`config.mk`:
```
export PLATFORM = sky130hd
export DESIGN_NAME = display_rx_module
export DESIGN_NICKNAME = d
export VERILOG_FILES = /design/src/rtl/display_rx_module.sv
export SDC_FILE = /design/constraint.sdc
export NUM_CORES = 1
export LEC_CHECK = 0
export CORE_MARGIN = 4
export CORE_UTILIZATION = 55
export DETAILED_ROUTE_END_ITERATION = 6
export PLACE_DENSITY_LB_ADDON = 0.15
export SYNTH_ARGS = -nofsm -noshare
export SYNTH_HDL_FRONTEND = slang
export SYNTH_SLANG_ARGS = --single-unit
```
`constraint.sdc`:
```
create_clock -name internal_clock -period 4 [get_ports internal_clock]
set_input_delay 0.8 -clock internal_clock [delete_from_list [all_inputs] [get_ports internal_clock]]
set_output_delay 0.8 -clock internal_clock [all_outputs]
set_load 0.1 [all_outputs]
```
`src/rtl/display_rx_module.sv`:
```
// Receive side of the serial display link: synchronizes the serial pins, deserializes a 16-bit
// LSB-first BCD frame, validates the digits and converts them to binary with a valid strobe.
module display_rx_module #(
   parameter int unsigned BITS     = 16,
   parameter int unsigned BIN_BITS = 14
) (
   input  logic                internal_clock,
   input  logic                reset_n,
   input  logic                VALUE_SIGNAL,
   input  logic                DATA_CLOCK_SIGNAL,
   input  logic                ENABLE_SIGNAL,
   output logic [BIN_BITS-1:0] VALUE_BIN,
   output logic [BITS-1:0]     VALUE_BCD,
   output logic                VALID,
   output logic                OVERFLOW,
   output logic                FRAME_ERROR
);

   typedef enum logic [1:0] {
      StIdle,
      StShift,
      StConvert,
      StDone
   } state_e;

   // [0] first sync stage, [1] synchronized level, [2] history for edge detection.
   // Only the level of VALUE is ever sampled, so it has no history flop.
   logic [1:0] val_pipe_q;
   logic [2:0] dclk_pipe_q;
   logic [2:0] en_pipe_q;

   logic val_sync;
   logic dclk_rise;
   logic en_sync;
   logic en_fall;

   state_e              state_q;
   logic [BITS-1:0]     sr_q;
   logic [4:0]          cnt_q;
   logic [BIN_BITS-1:0] acc_q;
   logic [1:0]          digit_idx_q;
   logic                ovf_frame_q;
   logic                bad_frame_q;
   logic                rearm_wait_q;

   logic [3:0]          digit;
   logic [BIN_BITS-1:0] acc_next;
   logic                all_f;
   logic                any_bad;

   always_ff @(posedge internal_clock or negedge reset_n) begin
      if (!reset_n) begin
         val_pipe_q  <= '0;
         dclk_pipe_q <= '0;
         en_pipe_q   <= '0;
      end else begin
         val_pipe_q  <= {val_pipe_q[0], VALUE_SIGNAL};
         dclk_pipe_q <= {dclk_pipe_q[1:0], DATA_CLOCK_SIGNAL};
         en_pipe_q   <= {en_pipe_q[1:0], ENABLE_SIGNAL};
      end
   end

   always_comb begin
      val_sync  = val_pipe_q[1];
      dclk_rise = dclk_pipe_q[1] & ~dclk_pipe_q[2];
      en_sync   = en_pipe_q[1];
      en_fall   = ~en_pipe_q[1] & en_pipe_q[2];
   end

   always_comb begin
      digit    = sr_q[{digit_idx_q, 2'b00} +: 4];
      acc_next = BIN_BITS'(32'(acc_q) * 32'd10 + 32'(digit));
      all_f    = &sr_q;
      any_bad  = 1'b0;
      for (int i = 0; i < int'(BITS / 4); i++) begin
         if (sr_q[4*i +: 4] > 4'd9) begin
            any_bad = 1'b1;
         end
      end
   end

   always_ff @(posedge internal_clock or negedge reset_n) begin
      if (!reset_n) begin
         state_q      <= StIdle;
         sr_q         <= '0;
         cnt_q        <= '0;
         acc_q        <= '0;
         digit_idx_q  <= '0;
         ovf_frame_q  <= 1'b0;
         bad_frame_q  <= 1'b0;
         rearm_wait_q <= 1'b0;
         VALUE_BIN    <= '0;
         VALUE_BCD    <= '0;
         VALID        <= 1'b0;
         OVERFLOW     <= 1'b0;
         FRAME_ERROR  <= 1'b0;
      end else begin
         VALID       <= 1'b0;
         FRAME_ERROR <= 1'b0;
         case (state_q)
            StIdle: begin
               // After an over-long frame, wait for ENABLE to drop so that the
               // same envelope is not taken as a fresh frame.
               if (!en_sync) begin
                  rearm_wait_q <= 1'b0;
               end else if (!rearm_wait_q) begin
                  sr_q    <= '0;
                  cnt_q   <= '0;
                  state_q <= StShift;
               end
            end
            StShift: begin
               if (dclk_rise && en_sync) begin
                  if (cnt_q == 5'(BITS)) begin
                     FRAME_ERROR  <= 1'b1;
                     rearm_wait_q <= 1'b1;
                     state_q      <= StIdle;
                  end else begin
                     sr_q  <= {val_sync, sr_q[BITS-1:1]};
                     cnt_q <= cnt_q + 5'd1;
                  end
               end else if (en_fall) begin
                  if (cnt_q == 5'(BITS)) begin
                     acc_q       <= '0;
                     digit_idx_q <= 2'd3;
                     ovf_frame_q <= all_f;
                     bad_frame_q <= any_bad & ~all_f;
                     state_q     <= StConvert;
                  end else begin
                     FRAME_ERROR <= 1'b1;
                     state_q     <= StIdle;
                  end
               end
            end
            StConvert: begin
               acc_q       <= acc_next;
               digit_idx_q <= digit_idx_q - 2'd1;
               if (digit_idx_q == 2'd0) begin
                  state_q <= StDone;
               end
            end
            StDone: begin
               if (ovf_frame_q) begin
                  VALUE_BCD <= '1;
                  OVERFLOW  <= 1'b1;
                  VALID     <= 1'b1;
               end else if (bad_frame_q) begin
                  FRAME_ERROR <= 1'b1;
               end else begin
                  VALUE_BIN <= acc_q;
                  VALUE_BCD <= sr_q;
                  OVERFLOW  <= 1'b0;
                  VALID     <= 1'b1;
               end
               state_q <= StIdle;
            end
            default: begin
               state_q <= StIdle;
            end
         endcase
      end
   end

endmodule

```
==> out/metrics.csv, run 1 <==
stage;metric;value;unit
cts;CTS Buf Count;9;
timing;TNS Setup;0;ps
timing;Final setup viols;0;
timing;final worst path period share;0.792;
floorplan;Starting Density;0.573;
worst_hold_path;Worst Hold Path Cells;0;
floorplan;# rows;31;
finish;non-filler cells in the finished layout;516;
floorplan;core area;7330;sq um
cts;CTS tree;yes;
finish;ratio of cells with drive above 1 in the final layout;0.118;
floorplan;chip width;95.4;um
placement;Inst Count DP;500;
logic_synthesis;top_reg_cell synth;dfrtp_1;
worst_setup_path;worst setup path class;flop to flop;
worst_setup_path;nature of the critical path endpoint;flop;
timing;fmax;0.316;GHz
cts;Resized Gates After CTS;0;
power_and_ir_drop;Worst IR Drop VDD;0.000284;V
power_and_ir_drop;Static Leakage;2.34;nW
placement;Final GP Congestion;0.835;
placement;Buffers on Ports;37;
detailed_routing;ANT nets after route;0;
floorplan;die height;95.4;um
placement;dpl hpwl;6.00;mm
cts;Max clock buf depth;2;
finish;Antenna diodes;0;
global_routing;vias in the first global route;2881;
worst_setup_path;FF-to-FF path depth;9;
detailed_routing;vias per cell;5.70;
logic_synthesis;syn nets;410;
timing;worst-margin pin slew;1130;ps
logic_synthesis;ys async rst share;1.00;
finish;most common cell after layout, fill and taps aside;dfrtp_1;
detailed_routing;DR WL met2;3.91;mm
worst_setup_path;RR Endpoint;acc_q[13]$_DFFE_PN0P_;
worst_setup_path;CP Max Fanout;5;
cts;number of buffers added for setup after CTS;0;
detailed_routing;top sig layer;met4;
global_routing;first-pass GRT wire length;14.1;mm
detailed_routing;wire length on met1;3.92;mm
cts;Clock transition at path regs;80;ps
cts;hold buffer count at CTS;0;
cts;H-Tree Level Count;3;
timing;post-route minimum period;3170;ps
global_routing;initial antenna violation count;0;
timing;Final Hold Vio Count;0;
run;Max Cap Viol;0;
timing;Max Slew Vio Count;0;
worst_setup_path;Worst EP arrival;3400;ps
global_routing;largest net degree at the start of global routing;84;
cts;Skew-Pair Late Insertion Delay;350;ps
detailed_routing;drt drc;0;
global_routing;global router's overall resource usage;0.200;
worst_setup_path;Critical Path RT;4230;ps
logic_synthesis;EDFF count, synth;0;
worst_setup_path;flop2flop setup slack;830;ps
floorplan;IO Count;38;
timing;Max-slew headroom;0.243;
worst_setup_path;Setup crit start;acc_q[1]$_DFFE_PN0P_;
finish;P&R area growth vs syn;16.1;%
detailed_routing;drt first-iter violations;162;
logic_synthesis;Yosys Warn Count;0;
detailed_routing;final wirelength;8.21;mm
logic_synthesis;Yosys cell types;59;
detailed_routing;wire length on met3;289;um
logic_synthesis;Mapped Area;4200;sq um
floorplan;Die ar.;9100;sq um
logic_synthesis;Gate Count Post-Synth;378;
finish;nets@finish;444;
detailed_routing;DR pass1 iterations;4;
global_routing;grt ovf;0;
worst_setup_path;Startpoint Class;flop;
timing;RSZ-0062 raised after global routing;no;
finish;most frequent cells in the layout;83 x dfrtp_1, 53 x nand2_1, 36 x clkdlybuf4s50_1;
detailed_routing;routed length per instance;15.9;um
worst_hold_path;worst hold endpoint;val_pipe_q[1]$_DFF_PN0_;
run_status;status;completed;
detailed_routing;Vias;2939;
finish;final core utilization;0.665;
worst_hold_path;HP Class;flop to flop;
worst_hold_path;min-delay src;val_pipe_q[0]$_DFF_PN0_;
cts;Root Buffer;clkbuf_8;
worst_setup_path;R2R Path Start;acc_q[1]$_DFFE_PN0P_;
cts;clk sinks;83;
timing;Worst Skew;8.08;ps
logic_synthesis;synthesis-stage register bit count;83;
logic_synthesis;Seq/Total Area, Yosys;0.495;
logic_synthesis;mean post-synth cell area;11.1;sq um
power_and_ir_drop;power per cell area;346;nW/um^2
-- critical path, cell delays in order (launching register included) --
cell and delay (ps):
dfrtp_1 460, ha_1 330, ha_1 250, fa_1 430, a211oi_2 380, o31ai_4 130
a21oi_1 300, xor2_1 150, o311a_1 360, a221o_1 270
-- cell usage after synthesis, drive strengths merged, types with 6 or more instances --
library cell  count  area, sq um
nand3            19          100
dfrtp            83         2080
ha               25          313
inv               8         30.0
nand4             9         62.6
mux2             15          169
o21ai            20          100
a22o             21          184
nand2            53          199
nor3              8         45.0
nor2             18         67.6
clkbuf           10         37.5
xnor2             6         52.6
a21oi            10         53.8
xor2             10         95.1
-- worst max-delay path by stage --
stage                     slack [ps]                    end
after floorplan                 1130  acc_q[13]$_DFFE_PN0P_
after global placement          1020  acc_q[13]$_DFFE_PN0P_
after detailed placement         880  acc_q[13]$_DFFE_PN0P_
after CTS                        870  acc_q[13]$_DFFE_PN0P_
after global routing             740  acc_q[12]$_DFFE_PN0P_
final                            830  acc_q[13]$_DFFE_PN0P_
-- cell families after synthesis --
logic type	share of synthesized area
and+or+nand+nor	0.168
DFF	0.495
AOI/OAI and AO/OA	0.127
adders and majority gates	0.0840
buffers and inverters	0.0221
muxes	0.0641
xor gates and xnor gates	0.0405
-- flip-flops by register name (all words and copies together) (netlist names), 2 cells and up, named ones only --
signal       count
VALUE_BCD       16
sr_q            16
VALUE_BIN       14
acc_q           14
cnt_q            5
dclk_pipe_q      3
en_pipe_q        3
digit_idx_q      2
val_pipe_q       2
-- routing by layer --
metal,global-route usage,vias up
met3,0.0442,7
met1,0.274,1457
li1,-,1426
met4,0.0521,0
met5,0,-
met2,0.323,49
-- metrics by stage --
step	hold WS [ps]	area, sq um	power [mW]	setup WS (ps)
floorplan	331	4200	0.956	1130
global placement	333	4640	0.989	1020
detailed placement	340	4640	0.993	885
CTS	360	4880	1.70	869
global route	373	4880	1.76	736
finish	355	4880	1.69	831
-- power breakdown --
group | internal (mW) | switching, mW | total, mW
logic | 0.0296 | 0.0613 | 0.0909
registers | 0.858 | 0.0255 | 0.883
clock network | 0.417 | 0.298 | 0.715
total | 1.30 | 0.385 | 1.69
-- final cells by class --
class | count | area, sq um
repair buffers | 38 | 375
clock inverters | 6 | 113
clock buffers | 10 | 128
inverters | 8 | 30.0
fillers | 576 | 2450
flip-flops and latches | 83 | 2080
multi-input cells | 272 | 2030
well taps | 99 | 124
Power figures use the tool's default switching activity.
==> inputs of run 2 (changes only) <==
- CORE_UTILIZATION: 55 -> 52
- clock period: 4 -> 2.8 ns (I/O delays scaled with it)
==> out/metrics.csv, run 2 (synthesized netlist as in run 1, its figures left out) <==
stage;metric;value;unit;change
worst_hold_path;HP Class;primary input to asynchronous set/reset pin;;
worst_setup_path;Worst path depth;10;;+1
power_and_ir_drop;power per cell area;436;nW/um^2;+26%
cts;CTS tree;yes;;
cts;Root Buffer;clkbuf_8;;
detailed_routing;final wirelength;8.41;mm;+2.5%
cts;CTS Buf Count;9;;unchanged
finish;non-filler cells in the finished layout;544;;+5.4%
floorplan;Starting Density;0.538;;-0.0350
cts;hold buffer count at CTS;0;;unchanged
detailed_routing;drt first-iter violations;147;;-9.3%
timing;post-route minimum period;2770;ps;-395 ps
timing;final worst path period share;0.991;;+0.198
power_and_ir_drop;Static Leakage;2.51;nW;+7.0%
detailed_routing;routed length per instance;15.5;um;-2.8%
detailed_routing;drt drc;0;;unchanged
power_and_ir_drop;Power Internal;1.61;mW;+23%
power_and_ir_drop;Worst IR Drop VDD;0.000266;V;-6.2%
floorplan;# rows;32;;+3.2%
worst_setup_path;Slowest Stage Delay on Critical Path;500;ps;+40 ps
finish;most frequent cells in the layout;82 x dfrtp_1, 59 x buf_4, 53 x nand2_1;;
worst_setup_path;nature of the critical path endpoint;flop;;
placement;Final GP Congestion;0.906;;+8.6%
placement;Inst Count DP;525;;+5.0%
timing;TNS Setup;0;ps;unchanged
timing;fmax;0.360;GHz;+14%
detailed_routing;DR pass1 iterations;4;;unchanged
finish;P&R area growth vs syn;19.2;%;
global_routing;global router's overall resource usage;0.186;;-0.0134
timing;worst-margin pin slew;891;ps;-240 ps
power_and_ir_drop;register share of total power;0.577;;+0.054
cts;Skew-Pair Late Insertion Delay;360;ps;about the same
finish;FILL cells;601;;+4.3%
power_and_ir_drop;Clock power frac;0.359;;-0.064
detailed_routing;ANT nets after route;0;;unchanged
finish;Antenna diodes;0;;unchanged
worst_setup_path;Critical Path RT;3080;ps;-1150 ps
worst_setup_path;RR Endpoint;acc_q[12]$_DFFE_PN0P_;;
global_routing;vias in the first global route;3025;;+5.0%
global_routing;initial antenna violation count;0;;unchanged
finish;final core utilization;0.641;;-0.0241
worst_setup_path;flop2flop setup slack;30;ps;-800 ps
finish;nets@finish;469;;+5.6%
detailed_routing;vias per cell;5.68;;-0.27%
timing;Final setup viols;0;;unchanged
timing;Max-slew headroom;0.404;;+0.161
power_and_ir_drop;Net Sw Frac;0.263;;+0.0353
worst_setup_path;worst setup path class;flop to flop;;
worst_setup_path;critical path's top delay family;adder cells;;
finish;ratio of cells with drive above 1 in the final layout;0.269;;+0.152
worst_setup_path;Critical-path top delay cell;or4_1;;
worst_setup_path;most used cell, CP;ha_4;;
run;Max Cap Viol;0;;unchanged
floorplan;IO Count;38;;unchanged
cts;Clock transition at path regs;80;ps;about the same
global_routing;grt ovf;0;;unchanged
global_routing;largest net degree at the start of global routing;53;;-37%
cts;clk sinks;83;;unchanged
worst_setup_path;FF-to-FF path depth;10;;+1
placement;dpl hpwl;6.10;mm;+1.7%
worst_setup_path;Startpoint Class;flop;;
detailed_routing;Vias;3090;;+5.1%
cts;Max clock buf depth;2;;unchanged
finish;most common cell after layout, fill and taps aside;dfrtp_1;;
floorplan;Die ar.;9580;sq um;+5.3%
floorplan;chip width;97.9;um;+2.6%
placement;Buffers on Ports;37;;unchanged
cts;H-Tree Level Count;3;;unchanged
timing;Final Hold Vio Count;0;;unchanged
worst_setup_path;R2R Path Start;acc_q[3]$_DFFE_PN0P_;;
power_and_ir_drop;Comb pwr share;0.065;;+0.011
worst_setup_path;sequence of cells on the critical path;ha_4 -> ha_4 -> fa_2 -> a211oi_4 -> o31ai_4 -> a21oi_2 -> buf_4 -> xnor2_2 -> or4_1 -> nand3_1;;
worst_setup_path;WP buf/inv;1;;+1
timing;RSZ-0062 raised after global routing;yes;;
worst_setup_path;Worst EP arrival;3060;ps;-340 ps
run_status;status;completed;;
floorplan;core area;7810;sq um;+6.5%
floorplan;die height;97.9;um;+2.6%
timing;Max Slew Vio Count;0;;unchanged
finish;Top Registers;VALUE_BCD: 16 flops, sr_q: 16 flops;;
worst_setup_path;CP Max Fanout;3;;-2
power_and_ir_drop;net switching power figure;0.573;mW;+49%
global_routing;first-pass GRT wire length;14.6;mm;+3.4%
timing;Worst Skew;11.6;ps;+3.56 ps
[run 2: cell types whose count changed in the layout (fill, tap and decap cells not counted), sizes merged]
cell / change
buf: +58
clkdlybuf4s50: -33
inv: +1
bufinv: -3
clkinvlp: +2
[run 2: power groups by stage]
| stage | clock network [mW] | logic [mW] | registers, mW |
|---|---|---|---|
| final | 0.781 | 0.141 | 1.26 |
| after global routing | 0.852 | 0.164 | 1.26 |
| after CTS | 0.801 | 0.145 | 1.26 |
| after detailed placement | 0 | 0.144 | 1.28 |
| after global placement | 0 | 0.142 | 1.28 |
| after floorplan | 0 | 0.0859 | 1.28 |
[run 2: how the worst max path moves through the flow]
stage	from	end	slack, ps
after floorplan	digit_idx_q[0]$_DFFE_PN0P_	acc_q[13]$_DFFE_PN0P_	-9
after global placement	acc_q[1]$_DFFE_PN0P_	acc_q[12]$_DFFE_PN0P_	50
after detailed placement	acc_q[1]$_DFFE_PN0P_	acc_q[12]$_DFFE_PN0P_	-20
after CTS	acc_q[1]$_DFFE_PN0P_	acc_q[13]$_DFFE_PN0P_	-10
after global routing	acc_q[3]$_DFFE_PN0P_	acc_q[12]$_DFFE_PN0P_	-100
final	acc_q[3]$_DFFE_PN0P_	acc_q[12]$_DFFE_PN0P_	30
[run 2: what timing repair did]
action,in CTS,in global routing
pin swaps,0,9
setup buffers,0,3
setup endpoints to repair,2,5
gates resized for setup,1,12
cloned,0,0
[run 2: cell type report]
cell class / count / area, sq um / area share
sequential: 83 / 2080 / 0.415
multi-input combinational: 272 / 2100 / 0.419
clock inverter: 6 / 48.8 / 0.00975
inverter: 8 / 30.0 / 0.00600
timing repair buffer: 63 / 493 / 0.0985
tap: 102 / 128 / 0.0255
clock buffer: 10 / 128 / 0.0255
[run 2: layer usage]
layer	track usage	share of wire	wire length [um]
met5	0	0	0
met4	0.0756	0.021	176
met3	0.0379	0.047	398
met1	0.266	0.47	3990
met2	0.280	0.46	3850
[run 2: stage by stage]
step / instance area (sq um) / worst slack [ps] / hold slack [ps] / total power [mW]
4_1_cts: 4920 / -13.3 / 255 / 2.20
6_report: 5000 / 25.9 / 237 / 2.18
3_5_place_dp: 4740 / -24.5 / 335 / 1.42
5_1_grt: 5000 / -95.4 / 286 / 2.28
2_1_floorplan: 4200 / -9.40 / 264 / 1.37
3_3_place_gp: 4740 / 45.7 / 335 / 1.42
==> inputs of run 3 (changes only) <==
- SKIP_CTS_REPAIR_TIMING: unset -> 1
==> out/metrics.csv, run 3 (synthesized netlist as in run 1, its figures left out) <==
stage;metric;value;unit;change
finish;Antenna diodes;0;;unchanged
timing;Final setup viols;0;;unchanged
floorplan;core area;7810;sq um;unchanged
detailed_routing;final wirelength;8.43;mm;+0.19%
floorplan;Die ar.;9580;sq um;unchanged
worst_hold_path;HP Class;primary input to asynchronous set/reset pin;;
cts;CTS Buf Count;9;;unchanged
timing;Max Slew Vio Count;0;;unchanged
global_routing;first-pass GRT wire length;14.7;mm;+0.38%
power_and_ir_drop;net switching power figure;0.572;mW;-0.29%
timing;fmax;0.361;GHz;+0.12%
power_and_ir_drop;Power Internal;1.61;mW;about the same
floorplan;die height;97.9;um;unchanged
finish;Top Registers;VALUE_BCD: 16 flops, sr_q: 16 flops;;
detailed_routing;drt drc;0;;unchanged
floorplan;# rows;32;;unchanged
cts;Clock transition at path regs;80;ps;about the same
finish;FILL cells;603;;+0.33%
global_routing;grt ovf;0;;unchanged
timing;RSZ-0062 raised after global routing;yes;;
timing;worst-margin pin slew;911;ps;+19.6 ps
detailed_routing;vias per cell;5.64;;-0.72%
detailed_routing;ANT nets after route;0;;unchanged
power_and_ir_drop;Worst IR Drop VDD;0.000266;V;about the same
finish;non-filler cells in the finished layout;543;;-0.18%
cts;Skew-Pair Late Insertion Delay;360;ps;about the same
run_status;status;completed;;
power_and_ir_drop;power per cell area;436;nW/um^2;about the same
power_and_ir_drop;Static Leakage;2.50;nW;-0.22%
global_routing;global router's overall resource usage;0.187;;+0.000579
detailed_routing;drt first-iter violations;135;;-8.2%
placement;Final GP Congestion;0.906;;unchanged
worst_setup_path;Startpoint Class;flop;;
run;Max Cap Viol;0;;unchanged
finish;most frequent cells in the layout;82 x dfrtp_1, 58 x buf_4, 53 x nand2_1;;
detailed_routing;routed length per instance;15.5;um;+0.37%
power_and_ir_drop;Clock power frac;0.358;;about the same
detailed_routing;Vias;3062;;-0.91%
worst_setup_path;Critical Path RT;3040;ps;-40 ps
cts;clk sinks;83;;unchanged
floorplan;Starting Density;0.538;;unchanged
timing;Worst Skew;12.0;ps;+0.398 ps
worst_setup_path;nature of the critical path endpoint;flop;;
cts;H-Tree Level Count;3;;unchanged
placement;worst slack at placement;-24.5;ps;unchanged
worst_setup_path;Slowest Stage Delay on Critical Path;420;ps;-80 ps
worst_setup_path;Worst EP arrival;3010;ps;-50 ps
timing;Final Hold Vio Count;0;;unchanged
placement;DP Area;4740;sq um;unchanged
power_and_ir_drop;Comb pwr share;0.065;;about the same
timing;post-route minimum period;2770;ps;-3.32 ps
floorplan;chip width;97.9;um;unchanged
global_routing;largest net degree at the start of global routing;53;;unchanged
cts;Root Buffer;clkbuf_8;;
cts;CTS tree;yes;;
cts;Max clock buf depth;2;;unchanged
finish;most common cell after layout, fill and taps aside;dfrtp_1;;
global_routing;vias in the first global route;3029;;+0.13%
floorplan;IO Count;38;;unchanged
finish;nets@finish;468;;-0.21%
placement;Inst Count DP;525;;unchanged
worst_setup_path;sequence of cells on the critical path;ha_4 -> ha_4 -> fa_2 -> a211oi_4 -> nor3b_2 -> nor3b_2 -> nand4_2 -> o311a_1 -> a221o_1;;
global_routing;initial antenna violation count;0;;unchanged
power_and_ir_drop;register share of total power;0.577;;about the same
finish;design area;5000;sq um;-0.15%
worst_setup_path;worst setup path class;flop to flop;;
timing;final worst path period share;0.990;;-0.00119
placement;dpl hpwl;6.10;mm;unchanged
detailed_routing;DR pass1 iterations;4;;unchanged
placement;Buffers on Ports;37;;unchanged
timing;Worst Slack Setup Final;29.2;ps;+3.32 ps
finish;ratio of cells with drive above 1 in the final layout;0.268;;-0.00166
power_and_ir_drop;Net Sw Frac;0.262;;-0.000553
worst_setup_path;Critical-path top delay cell;dfrtp_1;;
timing;Max-slew headroom;0.391;;-0.0131
worst_setup_path;CP Max Fanout;3;;unchanged
finish;final core utilization;0.640;;-0.000962
finish;P&R area growth vs syn;19.0;%;
==> run 3: cell count changes in the layout (fill, tap and decap cells not counted), sizes merged <==
cell,delta
buf,-1
==> run 3: worst paths after layout <==
| kind | from | cells past startpoint | endpoint | slack (ps) |
|---|---|---|---|---|
| worst min register to register | val_pipe_q[0]$_DFF_PN0_ | 0 | val_pipe_q[1]$_DFF_PN0_ | 360 |
| worst max-delay path | acc_q[3]$_DFFE_PN0P_ | 9 | acc_q[13]$_DFFE_PN0P_ | 30 |
| worst max register to register | acc_q[3]$_DFFE_PN0P_ | 9 | acc_q[13]$_DFFE_PN0P_ | 30 |
| min in group internal_clock | val_pipe_q[0]$_DFF_PN0_ | 0 | val_pipe_q[1]$_DFF_PN0_ | 360 |
| worst min-delay path | reset_n | 1 | VALUE_BIN[9]$_DFFE_PN0P_ | 240 |
| max in group asynchronous | reset_n | 2 | VALID$_DFF_PN0_ | 1970 |
==> run 3: cell type report <==
class	instances	area, sq um	area share
Clock inverter	6	48.8	0.00976
Sequential cell	83	2080	0.416
Tap cell	102	128	0.0255
Multi-Input combinational cell	272	2100	0.420
Clock buffer	10	128	0.0255
Timing Repair Buffer	62	485	0.0971
Inverter	8	30.0	0.00601
==> run 3: power by group through the flow <==
stage	Clock (mW)	Combinational [mW]	Sequential (mW)
6_report	0.780	0.141	1.26
5_1_grt	0.852	0.164	1.26
4_1_cts	0.801	0.145	1.26
3_5_place_dp	0	0.144	1.28
3_3_place_gp	0	0.142	1.28
2_1_floorplan	0	0.0859	1.28
==> run 3: metal layers <==
layer	up-vias	GRT usage	part of all wire
met3	12	0.0379	0.042
met1	1507	0.268	0.48
met5	-	0	0
met2	68	0.280	0.46
li1	1475	-	-
met4	0	0.0756	0.021
==> run 3: worst max-delay path: cells and delay by family, from the launching register on <==
| kind | cells | cell delay [ps] |
|---|---|---|
| AO/OA/AOI/OAI | 3 | 910 |
| adder cells (fa/ha/maj) | 3 | 850 |
| flip-flops | 1 | 420 |
| AND/OR/NAND/NOR | 3 | 480 |
==> run 3: metrics by stage <==
stage / setup TNS, ps / hold WS, ps / total power [mW]
2_1_floorplan: -9.40 / 264 / 1.37
3_3_place_gp: 0 / 335 / 1.42
3_5_place_dp: -30.4 / 335 / 1.42
4_1_cts: -66.7 / 255 / 2.20
5_1_grt: -186 / 286 / 2.28
6_report: 0 / 237 / 2.18
